===== src/rtl/pia_input_conditioner.sv =====
// rtl/pia_input_conditioner.sv - two-flop sync and E-tick debounce for mc6821 switch inputs; optional press latch via PIA_INPUT_LATCH_EN
module pia_input_conditioner #(
    parameter int                 WIDTH          = 8,
    parameter int                 DEBOUNCE_TICKS = 16,
    parameter logic [WIDTH-1:0]   RESET_VALUE    = 8'hFF,
    parameter int                 CA1_BIT        = 0,
    parameter int                 CB1_BIT        = 1,
    parameter logic [WIDTH-1:0]   LATCH_MASK     = 8'h00
) (
    input  logic             clock,
    input  logic             reset,
    input  logic             e_sync,
    input  logic [WIDTH-1:0] raw_in,
    input  logic             read_ack,
    output logic [WIDTH-1:0] port_out,
    output logic [WIDTH-1:0] changed,
    output logic             ca1,
    output logic             cb1
);

    localparam int CNT_W = $clog2(DEBOUNCE_TICKS) + 1;
    localparam logic [CNT_W-1:0] CNT_LAST = CNT_W'(DEBOUNCE_TICKS - 1);

    logic [WIDTH-1:0] sync1_q, sync2_q;
    logic [WIDTH-1:0] stable_q, stable_d;
    logic [WIDTH-1:0] changed_q, changed_d;
    logic [CNT_W-1:0] cnt_q [WIDTH];
    logic [CNT_W-1:0] cnt_d [WIDTH];

    // A bounce back to the stable level restarts the count from zero.
    always_comb begin
        stable_d  = stable_q;
        changed_d = '0;
        for (int i = 0; i < WIDTH; i++) begin
            cnt_d[i] = cnt_q[i];
            if (e_sync) begin
                if (sync2_q[i] == stable_q[i]) begin
                    cnt_d[i] = '0;
                end else if (cnt_q[i] == CNT_LAST) begin
                    stable_d[i]  = sync2_q[i];
                    cnt_d[i]     = '0;
                    changed_d[i] = 1'b1;
                end else begin
                    cnt_d[i] = cnt_q[i] + CNT_W'(1);
                end
            end
        end
    end

    always_ff @(posedge clock) begin
        if (reset) begin
            sync1_q   <= RESET_VALUE;
            sync2_q   <= RESET_VALUE;
            stable_q  <= RESET_VALUE;
            changed_q <= '0;
            for (int i = 0; i < WIDTH; i++) begin
                cnt_q[i] <= '0;
            end
        end else begin
            sync1_q   <= raw_in;
            sync2_q   <= sync1_q;
            stable_q  <= stable_d;
            changed_q <= changed_d;
            for (int i = 0; i < WIDTH; i++) begin
                cnt_q[i] <= cnt_d[i];
            end
        end
    end

`ifdef PIA_INPUT_LATCH_EN
    logic [WIDTH-1:0] latch_q, latch_d;
    logic [WIDTH-1:0] press;

    // A press landing in the same clock as read_ack survives the clear.
    always_comb begin
        press   = stable_q & ~stable_d & LATCH_MASK;
        latch_d = (read_ack ? '0 : latch_q) | press;
    end

    always_ff @(posedge clock) begin
        if (reset) begin
            latch_q <= '0;
        end else begin
            latch_q <= latch_d;
        end
    end

    assign port_out = stable_q & ~latch_q;
`else
    logic unused_latch_inputs;
    assign unused_latch_inputs = ^{read_ack, LATCH_MASK};
    assign port_out = stable_q;
`endif

    assign changed = changed_q;
    assign ca1     = stable_q[CA1_BIT];
    assign cb1     = stable_q[CB1_BIT];

endmodule


===== config.mk =====
export PLATFORM = sky130hd
export DESIGN_NAME = pia_input_conditioner
export DESIGN_NICKNAME = d
export VERILOG_FILES = /design/src/rtl/pia_input_conditioner.sv
export SDC_FILE = /design/constraint.sdc
export NUM_CORES = 1
export LEC_CHECK = 0
export ABC_AREA = 1
export CORE_ASPECT_RATIO = 1.4
export CORE_MARGIN = 4
export CORE_UTILIZATION = 35
export DETAILED_ROUTE_END_ITERATION = 10
export PLACE_DENSITY_LB_ADDON = 0.08
export SYNTH_ARGS = -nofsm -noshare
export SYNTH_HDL_FRONTEND = slang
export SYNTH_SLANG_ARGS = --single-unit

===== constraint.sdc =====
create_clock -name clock -period 3.4 [get_ports clock]
set_input_delay 0.85 -clock clock [delete_from_list [all_inputs] [get_ports clock]]
set_output_delay 0.85 -clock clock [all_outputs]
set_load 0.005 [all_outputs]

* Word level (Yosys, flattened, before mapping)
Memories as Yosys holds them, arrays and structs flattened.
Index checks and enable logic that the tools add are counted.
** Storage, ports and cells
- Register bits :: 32
- RAM bits :: 40
- Input port bits :: 12
- Memories kept :: 1
** Memories
- cnt_q :: depth 8, bits a word 5, rd ports 8, clocked after Yosys merged registers in 0, write ports 8, line 27 : logic [CNT_W-1:0] cnt_q [WIDTH];
** Operators by class
- Add/subtract/negate cells :: 8
- Equal/unequal tests :: 16
- Mux-type cells :: 43
- Bitwise gates (word level) :: 17
- Reduce and logical (&&, ||, !) cells :: 16
** Operator list (number)
- $mux W5 :: 32
- $add A5 B1 Y5 const B :: 8
- $eq A5 B4 Y1 const B :: 8
- $reduce_and A3 Y1 :: 8
- $reduce_or A3 Y1 :: 8
- $mux W1 :: 11
- $not A1 Y1 :: 9
- $eq A1 B1 Y1 :: 8
- $or A1 B1 Y1 :: 8

* Logic depth before layout (Yosys ltp)
- Depth after elaboration :: 5
- Gate-level depth with buffers :: 7
- Gate-level depth less buffers :: 7

* Least setup slack after synthesis
Ideal clock, no wire load.
- Path kind :: input to register
- Start point :: in e_sync
- End point :: mem cnt_q[1][17] (netlist bit)
- Setup time :: 0.079 ns
- Arrival :: 1.399 ns
- Setup slack :: 1.921 ns
- Stages on the path :: 4
- Buffers on the path :: 3
- Cells stage by stage :: buf_6 -> buf_6 -> buf_8 -> a211oi_2
** RTL lines
- start: declaration :: line 12 : input logic e_sync,
- end: declaration :: line 27

* Final worst setup path
- Start point :: in e_sync
- End point :: reg stable_q[6] (netlist: port_out[6])
** On the way
- Word-level cells in the longest chain between the ends :: 1
** RTL lines
- $reduce_and A3 Y1 (no source line)
- end signal: assignment :: line 62 : stable_q <= stable_d;
- end: declaration :: line 25 : logic [WIDTH-1:0] stable_q, stable_d;
No other way between the ends.
A chain may end at the register's enable or synchronous reset.

==> summary.md <==
| Metric | Value |
|---|---|
| Multi-input gate area | `1390 um^2` |
| Synth Register Bits | `72` |
| Die H | `119 um` |
| Tot GR Track Use | `12.6%` |
| Setup ws final | `1.22 ns` |
| Pwr Total | `1.80 mW` |
| DIE WIDTH | `87.0 um` |
| Crit path cell chain | `clkdlybuf4s50_1, buf_4, nand3_1, inv_1, nand2_1, nand2_1, nand3_1` |
| Initial drt markers | `66` |
| IO buf count | `28` |
| Clk_lat worst skew | `0.33 ns` |
| CP max stage cell | `clkdlybuf4s50_1` |
| CP required | `3.57 ns` |
| Global placement routability congestion | `0.746` |
| Top_reg_cell synth | `dfxtp_1` |
| Final instance area | `3660 um^2` |
| Post-Syn Area per Cell | `7.65 um^2` |
| Cell Area, Synth | `3060 um^2` |
| Place WS | `0.876 ns` |
| Setup CP Type | `in -> reg` |
| DRC | `0` |
| # resized after CTS | `0` |
| Cell type with the highest aggregate area in the netlist | `dfxtp_1` |
| Clk sinks | `72` |
| Critical path depth | `7` |
| Post-CTS setup buffer count | `0` |
| Critical Path AT | `2.35 ns` |
| Crit share post-route | `64.2%` |
| Avg Vias per Cell | `4.67` |
| Initial core utilization | `35.8%` |
| Clock buffer depth | `2` |
| Crit start category | `primary input` |
| Final Net Count | `448` |
| CP Max Fanout | `11` |
| Die area | `10300 um^2` |
| Non-filler instance count after layout | `536` |
| Result of the run | `complete, no violations` |
| TritonCTS clock tree | `yes` |
| Total CTS buffers | `9` |
| Crit-path leading delay family | `buffers and inverters` |
| P_leak | `1.58 nW` |
| R2R depth | `6` |
| Cells after Synth | `400` |
| ANT nets after route | `0` |
| Net Count, Synth | `420` |
| VDD IR max | `265 uV` |
| Post-DP HPWL | `4090 um` |
| Clk Tree Root Cell | `clkbuf_16` |
| Yosys top cell area share | `47.1%` |
| CTS Hold Buffers Added | `0` |
| Top cells by area, synth | `dfxtp_1 (47%), nand2_1 (14%), nand3_1 (7.0%), a21oi_1 (5.7%), inv_1 (4.0%)` |
| Pwr Density | `491 nW/um^2` |
| Hold_sp | `sync1_q[5]` |
| Synth-to-Final Area Change | `19.7%` |
| Clock-pin slew on the worst setup and hold paths | `0.05 ns` |
| Min Tclk post-route | `2.18 ns` |
| Via count | `2502` |
| Slowest stage delay, CP | `0.76 ns` |
| Final Slew Violations | `0` |
| FF+latch area | `1440 um^2` |
| Core ar. | `8560 um^2` |
| Hold Path Depth | `1` |
| CP bufs+invs | `3` |
| Overflow after GRT | `0` |
| RSZ-0062 raised after global routing | `no` |
| Final Hold Viols | `0` |
| Skew final | `0.00286 ns` |
| Max frequency | `458 MHz` |
| Rel. slew slack | `43.8%` |
| Pin count of the biggest net entering global routing | `50` |
| Finish-stage setup viols | `0` |
| CP endpoint kind | `register` |
| Async S/R FF share, synth | `0%` |
| Setup_tns | `0 ns` |
| Worst r2r src | `cnt_q[1][15]` |
| FILL cells | `885` |
| Drt total wl | `5980 um` |
| # diodes | `0` |
| Distinct cells, synth | `23` |
| Top-Level Pins | `30` |
| Tightest Pin Transition | `0.842 ns` |
| Routed len/inst | `11.2 um` |
| First drt pass iteration count | `4` |
| Worst Hold Class | `reg -> reg` |
| Placed cell areas | `3390 um^2` |
| Yosys warns | `0` |
| Proportion of layout cells with a drive suffix above 1 | `11.6%` |
| Row count | `40` |
| Vias in the first global route | `2377` |
| Count leader, synth | `nand2_1` |
| Post-synth EDFFs | `0` |
| Post-synthesis sequential area ratio | `47.1%` |
| Commonest cells in the netlist | `nand2_1 (112), dfxtp_1 (72), nand3_1 (43), a21oi_1 (35), inv_1 (33)` |
| First-pass GRT wire length | `10300 um` |
| Setup crit start | `e_sync` |
| Initial antenna violation count | `0` |
| Total of max-cap violations | `0` |
| Placed Instances | `522` |
| Max H-tree Level | `3` |
## cells in the final DEF (no fill, tap or decap)
master           count
a211oi_2             1
a21oi_1             35
buf_2                1
buf_4                3
clkbuf_1             2
clkbuf_16            9
clkbuf_8             3
clkdlybuf4s50_1     27
dfxtp_1             72
ha_1                 8
inv_1               33
inv_2                1
nand2_1            112
nand2_2              1
nand3_1             43
nand3_2              1
nand4_1              8
nor2_1              19
nor2_2              14
nor3_1               1
o21a_1              13
o21ai_0              7
o21ai_1              1
or2_2               16
## per-stage QoR
step	util, %	hold WS, ns
floorplan	-	0.389
global placement	39.6	0.393
detailed placement	39.6	0.394
CTS	42.8	0.406
global route	42.8	0.416
finish	42.8	0.404
## layout make-up
type                    count  share of cell area [%]
flip-flops and latches     72                    39.3
clock buffers              14                    7.48
multi-input cells         280                    38.0
inverters                  34                    3.48
repair buffers             31                    8.13
well taps                 105                    3.59
## layer usage
layer,vias to the layer above,GRT usage [%],wire length (um)
met5,-,0,0
met4,0,7.50,172
met3,12,2.30,137
met2,21,22.4,3120
met1,1120,13.4,2550
li1,1349,-,-
## where the power goes
group          switching, mW  leakage [nW]  internal, mW  total (mW)
combinational         0.0408         0.859        0.0300      0.0708
clock                  0.319         0.135         0.545       0.864
sequential           0.00811         0.585         0.857       0.865
total                  0.368          1.58          1.43        1.80
## worst reg2reg max path, cell delays in order (launching register included)
cell     delay, ns
dfxtp_1       0.38
ha_1          0.23
nand3_2       0.10
nor2_2        0.15
inv_1         0.07
o21ai_1       0.12
nand3_1       0.08
## path summary, 6_finish.rpt
path,endpoint,slack [ns]
min reg2reg,sync2_q[5],0.40
max,port_out[6],1.22
max reg2reg,port_out[7],2.12
min,sync2_q[5],0.40
## flip-flops by register name (all words and copies together) (netlist names)
signal,flops
sync2_q,8
sync1_q,8
changed,8
port_out,8
cnt_q,40
## cells by family after synthesis
family	Yosys count	share of synthesized area, %
buffers and inverters	48	7.48
flip-flops	72	47.1
adder cells (fa/ha/maj)	8	3.27
AND/OR/NAND/NOR	215	31.5
AO/OA/AOI/OAI	57	10.6
No activity file was read; power rests on OpenSTA's default activity.
